`config.mk`:
```
export PLATFORM = sky130hd
export DESIGN_NAME = fft_mag_reader
export DESIGN_NICKNAME = d
export VERILOG_FILES = /design/src/rtl/fft_mag_reader.sv
export SDC_FILE = /design/constraint.sdc
export NUM_CORES = 2
export LEC_CHECK = 0
export CAP_MARGIN = 20
export CORE_MARGIN = 2
export CORE_UTILIZATION = 30
export CTS_CLUSTER_DIAMETER = 100
export DETAILED_ROUTE_END_ITERATION = 7
export SETUP_SLACK_MARGIN = 0.4
export SLEW_MARGIN = 0
export SYNTH_ARGS = -nofsm -noshare
export SYNTH_HDL_FRONTEND = slang
export SYNTH_SLANG_ARGS = --single-unit
```
`constraint.sdc`:
```
create_clock -name clock -period 6.3 [get_ports clock]
set_input_delay 0.63 -clock clock [delete_from_list [all_inputs] [get_ports clock]]
set_output_delay 0.63 -clock clock [all_outputs]
set_load 0.02 [all_outputs]
```
`src/rtl/fft_mag_reader.sv`:
```
// fft_mag_reader: after FFT done, sweeps FFT memory and streams re^2+im^2 per bin through a 4-entry FWFT FIFO.
// Optional build macro FFT_MAG_BITREV_EN: memory is addressed bit-reversed so bins still leave in natural order.
module fft_mag_reader #(
  parameter int N_LOG2 = 11,
  parameter int MAG_W  = 32
) (
  input  logic              clock,
  input  logic              reset,
  input  logic              fft_done,
  input  logic              start,
  output logic [N_LOG2-1:0] fft_addr,
  input  logic [31:0]       fft_data,
  output logic              busy,
  output logic              out_valid,
  input  logic              out_ready,
  output logic [MAG_W-1:0]  out_mag,
  output logic [N_LOG2-1:0] out_index,
  output logic              out_last,
  output logic              frame_done,
  output logic [1:0]        state_dbg
);

  // Output handshake: a bin transfers on any rising edge where out_valid && out_ready;
  // while out_valid is high and out_ready low, out_mag/out_index/out_last hold unchanged.

  typedef enum logic [1:0] {IDLE = 2'd0, READ = 2'd1, DRAIN = 2'd2} state_t;

  state_t state, state_d;

  logic [N_LOG2-1:0] issue_k, k_cur;
  logic              rd_v1, rd_v2;
  logic [N_LOG2-1:0] idx1, idx2;
  logic [2:0]        fifo_cnt, occupancy;
  logic [1:0]        wr_ptr, rd_ptr;
  logic [MAG_W-1:0]  mag_mem  [4];
  logic [N_LOG2-1:0] idx_mem  [4];
  logic              last_mem [4];

  logic start_ok, abort, can_issue, push, pop, last_pop;

  logic signed [15:0] re, im;
  logic signed [31:0] re_sq, im_sq;
  logic [31:0]        mag_sum;

  function automatic logic [N_LOG2-1:0] addr_map(input logic [N_LOG2-1:0] k);
    logic [N_LOG2-1:0] a;
`ifdef FFT_MAG_BITREV_EN
    for (int i = 0; i < N_LOG2; i++) a[i] = k[N_LOG2-1-i];
`else
    a = k;
`endif
    return a;
  endfunction

  // Largest sum is 2*(-32768)^2 = 2^31, so the unsigned 32-bit add never overflows.
  assign re      = fft_data[31:16];
  assign im      = fft_data[15:0];
  assign re_sq   = 32'(re) * 32'(re);
  assign im_sq   = 32'(im) * 32'(im);
  assign mag_sum = $unsigned(re_sq) + $unsigned(im_sq);

  assign start_ok  = (state == IDLE) && start && fft_done;
  assign abort     = (state != IDLE) && !fft_done;
  assign occupancy = fifo_cnt + 3'(rd_v1) + 3'(rd_v2);
  assign k_cur     = (state == IDLE) ? '0 : issue_k;
  assign can_issue = (start_ok || ((state == READ) && fft_done)) && (occupancy < 3'd4);
  assign push      = rd_v2;
  assign pop       = out_valid && out_ready;
  assign last_pop  = pop && out_last;

  assign out_valid = (fifo_cnt != 3'd0);
  assign out_mag   = mag_mem[rd_ptr];
  assign out_index = idx_mem[rd_ptr];
  assign out_last  = last_mem[rd_ptr];
  assign busy      = (state != IDLE);
  assign state_dbg = state;

  always_comb begin
    state_d = state;
    case (state)
      IDLE:    if (start_ok) state_d = READ;
      READ: begin
        if (abort) state_d = IDLE;
        else if (can_issue && (k_cur == '1)) state_d = DRAIN;
      end
      DRAIN: begin
        if (abort) state_d = IDLE;
        else if (last_pop) state_d = IDLE;
      end
      default: state_d = IDLE;
    endcase
  end

  always_ff @(posedge clock or negedge reset) begin
    if (!reset) begin
      state      <= IDLE;
      issue_k    <= '0;
      fft_addr   <= '0;
      rd_v1      <= 1'b0;
      rd_v2      <= 1'b0;
      idx1       <= '0;
      idx2       <= '0;
      fifo_cnt   <= '0;
      wr_ptr     <= '0;
      rd_ptr     <= '0;
      frame_done <= 1'b0;
      for (int i = 0; i < 4; i++) begin
        mag_mem[i]  <= '0;
        idx_mem[i]  <= '0;
        last_mem[i] <= 1'b0;
      end
    end else begin
      state      <= state_d;
      frame_done <= (state == DRAIN) && !abort && last_pop;
      if (can_issue) begin
        fft_addr <= addr_map(k_cur);
        issue_k  <= k_cur + 1'b1;
      end
      // Stage 1: address on the BRAM; stage 2: fft_data valid, squared and pushed.
      rd_v1 <= can_issue;
      idx1  <= k_cur;
      rd_v2 <= rd_v1 && !abort;
      idx2  <= idx1;
      if (abort) begin
        fifo_cnt <= '0;
        wr_ptr   <= '0;
        rd_ptr   <= '0;
      end else begin
        if (push) begin
          mag_mem[wr_ptr]  <= mag_sum[31 -: MAG_W];
          idx_mem[wr_ptr]  <= idx2;
          last_mem[wr_ptr] <= &idx2;
          wr_ptr           <= wr_ptr + 1'b1;
        end
        if (pop) rd_ptr <= rd_ptr + 1'b1;
        fifo_cnt <= fifo_cnt + 3'(push) - 3'(pop);
      end
    end
  end

endmodule
```
# Yosys cells after proc, flatten, opt, wreduce, memory -nomap -nowiden
# Index checks and enable logic that the tools add are counted.
word_totals:
  reg_bits: 232
  input_bits: 37
  out_inout_bits: 60
  word_cells: 99
classes:
  n_addsub: 8
  mul: 2
  order_cmp: 4
  n_eq_ne: 6
  mux: 30
  bitwise_logic: 3
  reduce_logical: 23
ops:
  columns: ["operator", "n"]
  rows:
  - ["$bwmux 128", 1]
  - ["$mux 32", 3]
  - ["$bmux 32 s2", 1]
  - ["$demux 32 s2", 1]
  - ["$mul 16x16->32", 2]
  - ["$bwmux 44", 1]
  - ["$mux 11", 4]
  - ["$add 32x32->32", 1]
  - ["$bmux 11 s2", 1]
  - ["$demux 11 s2", 1]
  - ["$mux 2", 9]
  - ["$logic_and 1x1->1", 12]
  - ["$add 11x1->11 const B", 1]
  - ["$eq 11x11->1 const B", 1]
  - ["$reduce_and 11->1", 1]
  - ["$add 3x1->3", 3]
  - ["$ge 3x3->1 const B", 2]
  - ["$not 2->3", 2]
  - ["$pmux 2 s3", 1]
  - ["$reduce_bool 2->1", 3]
  - ["$add 2x1->2 const B", 2]
  - ["$bwmux 4", 1]
  - ["$lt 3x1->1 const B", 1]
  - ["$lt 3x3->1 const B", 1]
  - ["other kinds (17)", 20]

# Longest topological paths before layout
depth:
  word_depth: 9
  ltp_mapped: 27
  ltp_nobuf: 25

# Worst setup path after synthesis
# No wires, ideal clock.
synth_timing:
  kind: "input to register"
  startpoint: "input port fft_data[18]"
  endpoint: "register mag_mem[126] (netlist name)"
  setup_time_ns: 0.124
  arrival_time_ns: 7.498
  required_ns: 6.176
  path_slack_ns: -1.323
  cell_stages: 24
  path_buffers: 2
  cell_sequence: "clkbuf_1 clkbuf_1 nand2_1 fa_1 fa_1 inv_1 fa_1 inv_1 fa_1 inv_1 fa_1 fa_1 fa_1 inv_1 fa_1 inv_1 ha_1 a21o_1 a221oi_1 o21ai_0 or4_1 a21oi_1 o211a_1 a21oi_1"
synth_via:
  elab_chain_len: 3
synth_rtl:
  columns: ["element", "line_no", "rtl"]
  rows:
  - ["start: declaration", "12", "input logic [31:0] fft_data,"]
  - ["$mul 16x16->32", "58", "assign re_sq = 32'(re) * 32'(re);"]
  - ["$add 32x32->32", "60", "assign mag_sum = $unsigned(re_sq) + $unsigned(im_sq);"]
  - ["$bwmux 128", "130", "mag_mem[wr_ptr] <= mag_sum[31 -: MAG_W];"]
  - ["end signal: indexed assignment", "130", null]
  - ["end: declaration", "35", "logic [MAG_W-1:0] mag_mem [4];"]
# No other way between the ends.
# A chain may end at the register's enable or synchronous reset.

# Worst setup path after layout
layout_timing:
  startpoint: "input port fft_data[1]"
  endpoint: "register mag_mem[50] (netlist name)"
layout_via:
  elab_chain_len: 3
layout_rtl:
  columns: ["element", "line_no", "rtl"]
  rows:
  - ["$mul 16x16->32", "59", "assign im_sq = 32'(im) * 32'(im);"]
  - ["$add 32x32->32", "60", null]
  - ["$bwmux 128", "130", null]
# No other way between the ends.

==> results.json <==
{
  "status": "finished with violations",
  "violations": "negative setup slack",
  "drc": 0,
  "slew_headroom_pct": 23.6,
  "port_buffers": 96,
  "synth_most_common_cell": "inv_1",
  "synth_cells": 2796,
  "synthesis.area_per_instance_sq_um": 9.93,
  "crit_fanout": 4,
  "hold_path.class": "in -> async",
  "place.gp.congestion": 0.852,
  "syn_nets": 3510,
  "r2r_slack_ns": 2.58,
  "track_usage_pct": 15.9,
  "cp-start-kind": "primary input",
  "ys_warn_count": 0,
  "nets": 4009,
  "cp.required_ns": 6.69,
  "synth.distinct_cells": 54,
  "vias_per_cell": 4.47,
  "core-area_sq_um": 91700,
  "die_height_um": 308,
  "path_clk_slew_ns": 0.06,
  "initial_core_util_pct": 30.3,
  "root_buffer": "clkbuf_16",
  "die_area_sq_um": 95000,
  "yosys.area.top_type": "fa_1",
  "hold_viol": 0,
  "maxCapViolations": 0,
  "grt_pass1_wl_um": 119000,
  "synth_edf_count": 0,
  "place_hpwl_um": 55200,
  "drv_slew": 0,
  "cts_sinks": 232,
  "tns_ns": -33.28,
  "num_rows": 111,
  "diodes": 0,
  "async_flop_share_pct": 100,
  "syn_to_final_growth_pct": 32.1,
  "end_kind": "register",
  "syn_area_sq_um": 27800,
  "postPlaceCellArea_sq_um": 33000,
  "grt_pass1_vias": 22100,
  "clk_latency_ns": 0.52,
  "dp.cells": 4314,
  "finalWirelength_um": 73100,
  "r2r_end": "mag_mem[84]$_DFFE_PN0P_",
  "clockBufferDepth": 3,
  "setup_slack_ns": -0.658,
  "cts_buffers": 23,
  "ys_seq_area_share_pct": 20.9,
  "synthTopCellsByCount": "inv_1, fa_1, nand2_1",
  "synth_area_leaders": "fa_1, dfrtp_1, inv_1, ha_1, nand2_1",
  "dr_total_vias": 20100,
  "die_w_um": 308,
  "setup_violations": 72,
  "synth_seq_cells": 232,
  "rsz0062_at_grt": "yes",
  "post-route-period-util_pct": 110,
  "critical_path_class": "in -> reg",
  "h-tree-depth": 1,
  "first_pass_iters": 5,
  "tightest_slew_ns": 1.15,
  "dr.first_iter.drc_count": 1053,
  "skew_ns": 0.0203,
  "ys.flop_type": "dfrtp_1",
  "cts_tree": "yes",
  "r2r-start": "state_dbg[0]$_DFFE_PN0P_",
  "antenna_found_initial": 1,
  "final_cell_area_sq_um": 36700,
  "drive_above_1_share_pct": 29.1,
  "max_freq_mhz": 144,
  "place_ws_ns": -1.69,
  "timing.final.crit_period_ns": 6.96,
  "rr_worst_depth": 8,
  "yosysTopAreaCellShare_pct": 37.7,
  "holdBufCountCts": 0,
  "pin_count": 97,
  "grt_overflow_total": 0,
  "ant_nets": 0,
  "grt_max_degree": 114,
  "instances_no_fill": 4498,
  "worstPathArrival_ns": 7.35,
  "wl_per_cell_um": 16.2
}
-- worst max-delay path, cell delays in order --
cell	delay, ns
buf_12	0.11
buf_8	0.12
buf_6	0.12
and2_4	0.15
fa_1	0.58
inv_2	0.05
fa_1	0.50
inv_1	0.05
fa_1	0.45
fa_1	0.54
fa_1	0.43
fa_1	0.51
fa_1	0.44
fa_2	0.60
ha_4	0.21
a21o_1	0.19
or3_4	0.40
a2111oi_4	0.30
buf_4	0.19
o31ai_2	0.06
a21o_1	0.16
a211o_1	0.31
a31o_2	0.26
-- cell type report --
| class | count | area, sq um |
|---|---|---|
| fill | 8882 | 55000 |
| clock buffer | 31 | 656 |
| sequential | 232 | 5810 |
| timing repair buffer | 574 | 5510 |
| multi-input combinational | 1799 | 20500 |
| inverter | 665 | 2520 |
| tap | 1186 | 1480 |
| clock inverter | 11 | 175 |
-- sequential cells by signal (all words and copies together) (netlist names), 3 cells and up --
| signal | count |
|---|---|
| mag_mem | 128 |
| idx_mem | 44 |
| fft_addr | 11 |
| idx1 | 11 |
| idx2 | 11 |
| issue_k | 11 |
| last_mem | 4 |
| fifo_cnt | 3 |
-- worst max-delay path by stage --
stage | end | startpoint | depth (start not counted) | slack (ns)
after detailed placement | mag_mem[124]$_DFFE_PN0P_ | fft_data[1] | 24 | -1.69
after global routing | mag_mem[114]$_DFFE_PN0P_ | fft_data[1] | 23 | -0.83
final | mag_mem[50]$_DFFE_PN0P_ | fft_data[1] | 23 | -0.66
after CTS | mag_mem[52]$_DFFE_PN0P_ | fft_data[2] | 25 | -0.73
after global placement | mag_mem[124]$_DFFE_PN0P_ | fft_data[1] | 24 | -1.67
after floorplan | mag_mem[114]$_DFFE_PN0P_ | fft_data[12] | 20 | -0.69
-- placed cells by master (no fill, tap or decap), drive strengths merged, types with 6 or more instances in the layout --
cell type      netlist  routed
nor3                17      17
a21o                15      15
and2               110     110
a31o                 6       6
buf                 10     504
ha                 154     154
and3                11      11
o21ai               61      61
nor2                67      67
clkdlybuf4s50        0      63
nand3               18      18
nand2b              23      23
inv                665     663
a21oi               44      44
o211ai               6       6
a211o                7       7
dfrtp              232     232
or4                 11      11
nor2b               14      14
nand4                7       7
o21a                 6       6
xor2                14      14
nand2              507     507
mux2i                6       6
xnor2               47      47
mux2                41      41
fa                 523     523
mux4                44      44
clkbuf              90      35
-- cells by family after synthesis --
kind of cell    synth area share (%)
compound gates                  3.96
xor+xnor                        1.92
fa+ha+maj                       44.6
buf+inv                         10.4
flops                           20.9
mux                             5.45
other cells                   0.0135
simple gates                    12.8
-- per-stage QoR --
stage,util (%),hold slack (ns)
final,40.0,0.176
after global routing,40.0,0.231
after CTS,39.1,0.222
after detailed placement,36.0,0.336
after global placement,36.0,0.332
after floorplan,-,0.331
-- layer usage --
layer	vias to the layer above	track usage (%)	routed length, um
li1	9343	-	-
met1	10400	21.5	31700
met2	330	27.8	37000
met3	59	2.02	3190
met4	2	2.54	1160
met5	-	0	7
-- what timing repair did --
action                                  CTS  global route
setup buffers                            96            37
endpoints found under the setup margin  100            96
pin swaps                               219           161
gates resized for setup                 425           170
cloned                                    7             1
Power is not shown: default switching activity piles up to over one toggle a cycle in this logic, so the estimate is an artifact.
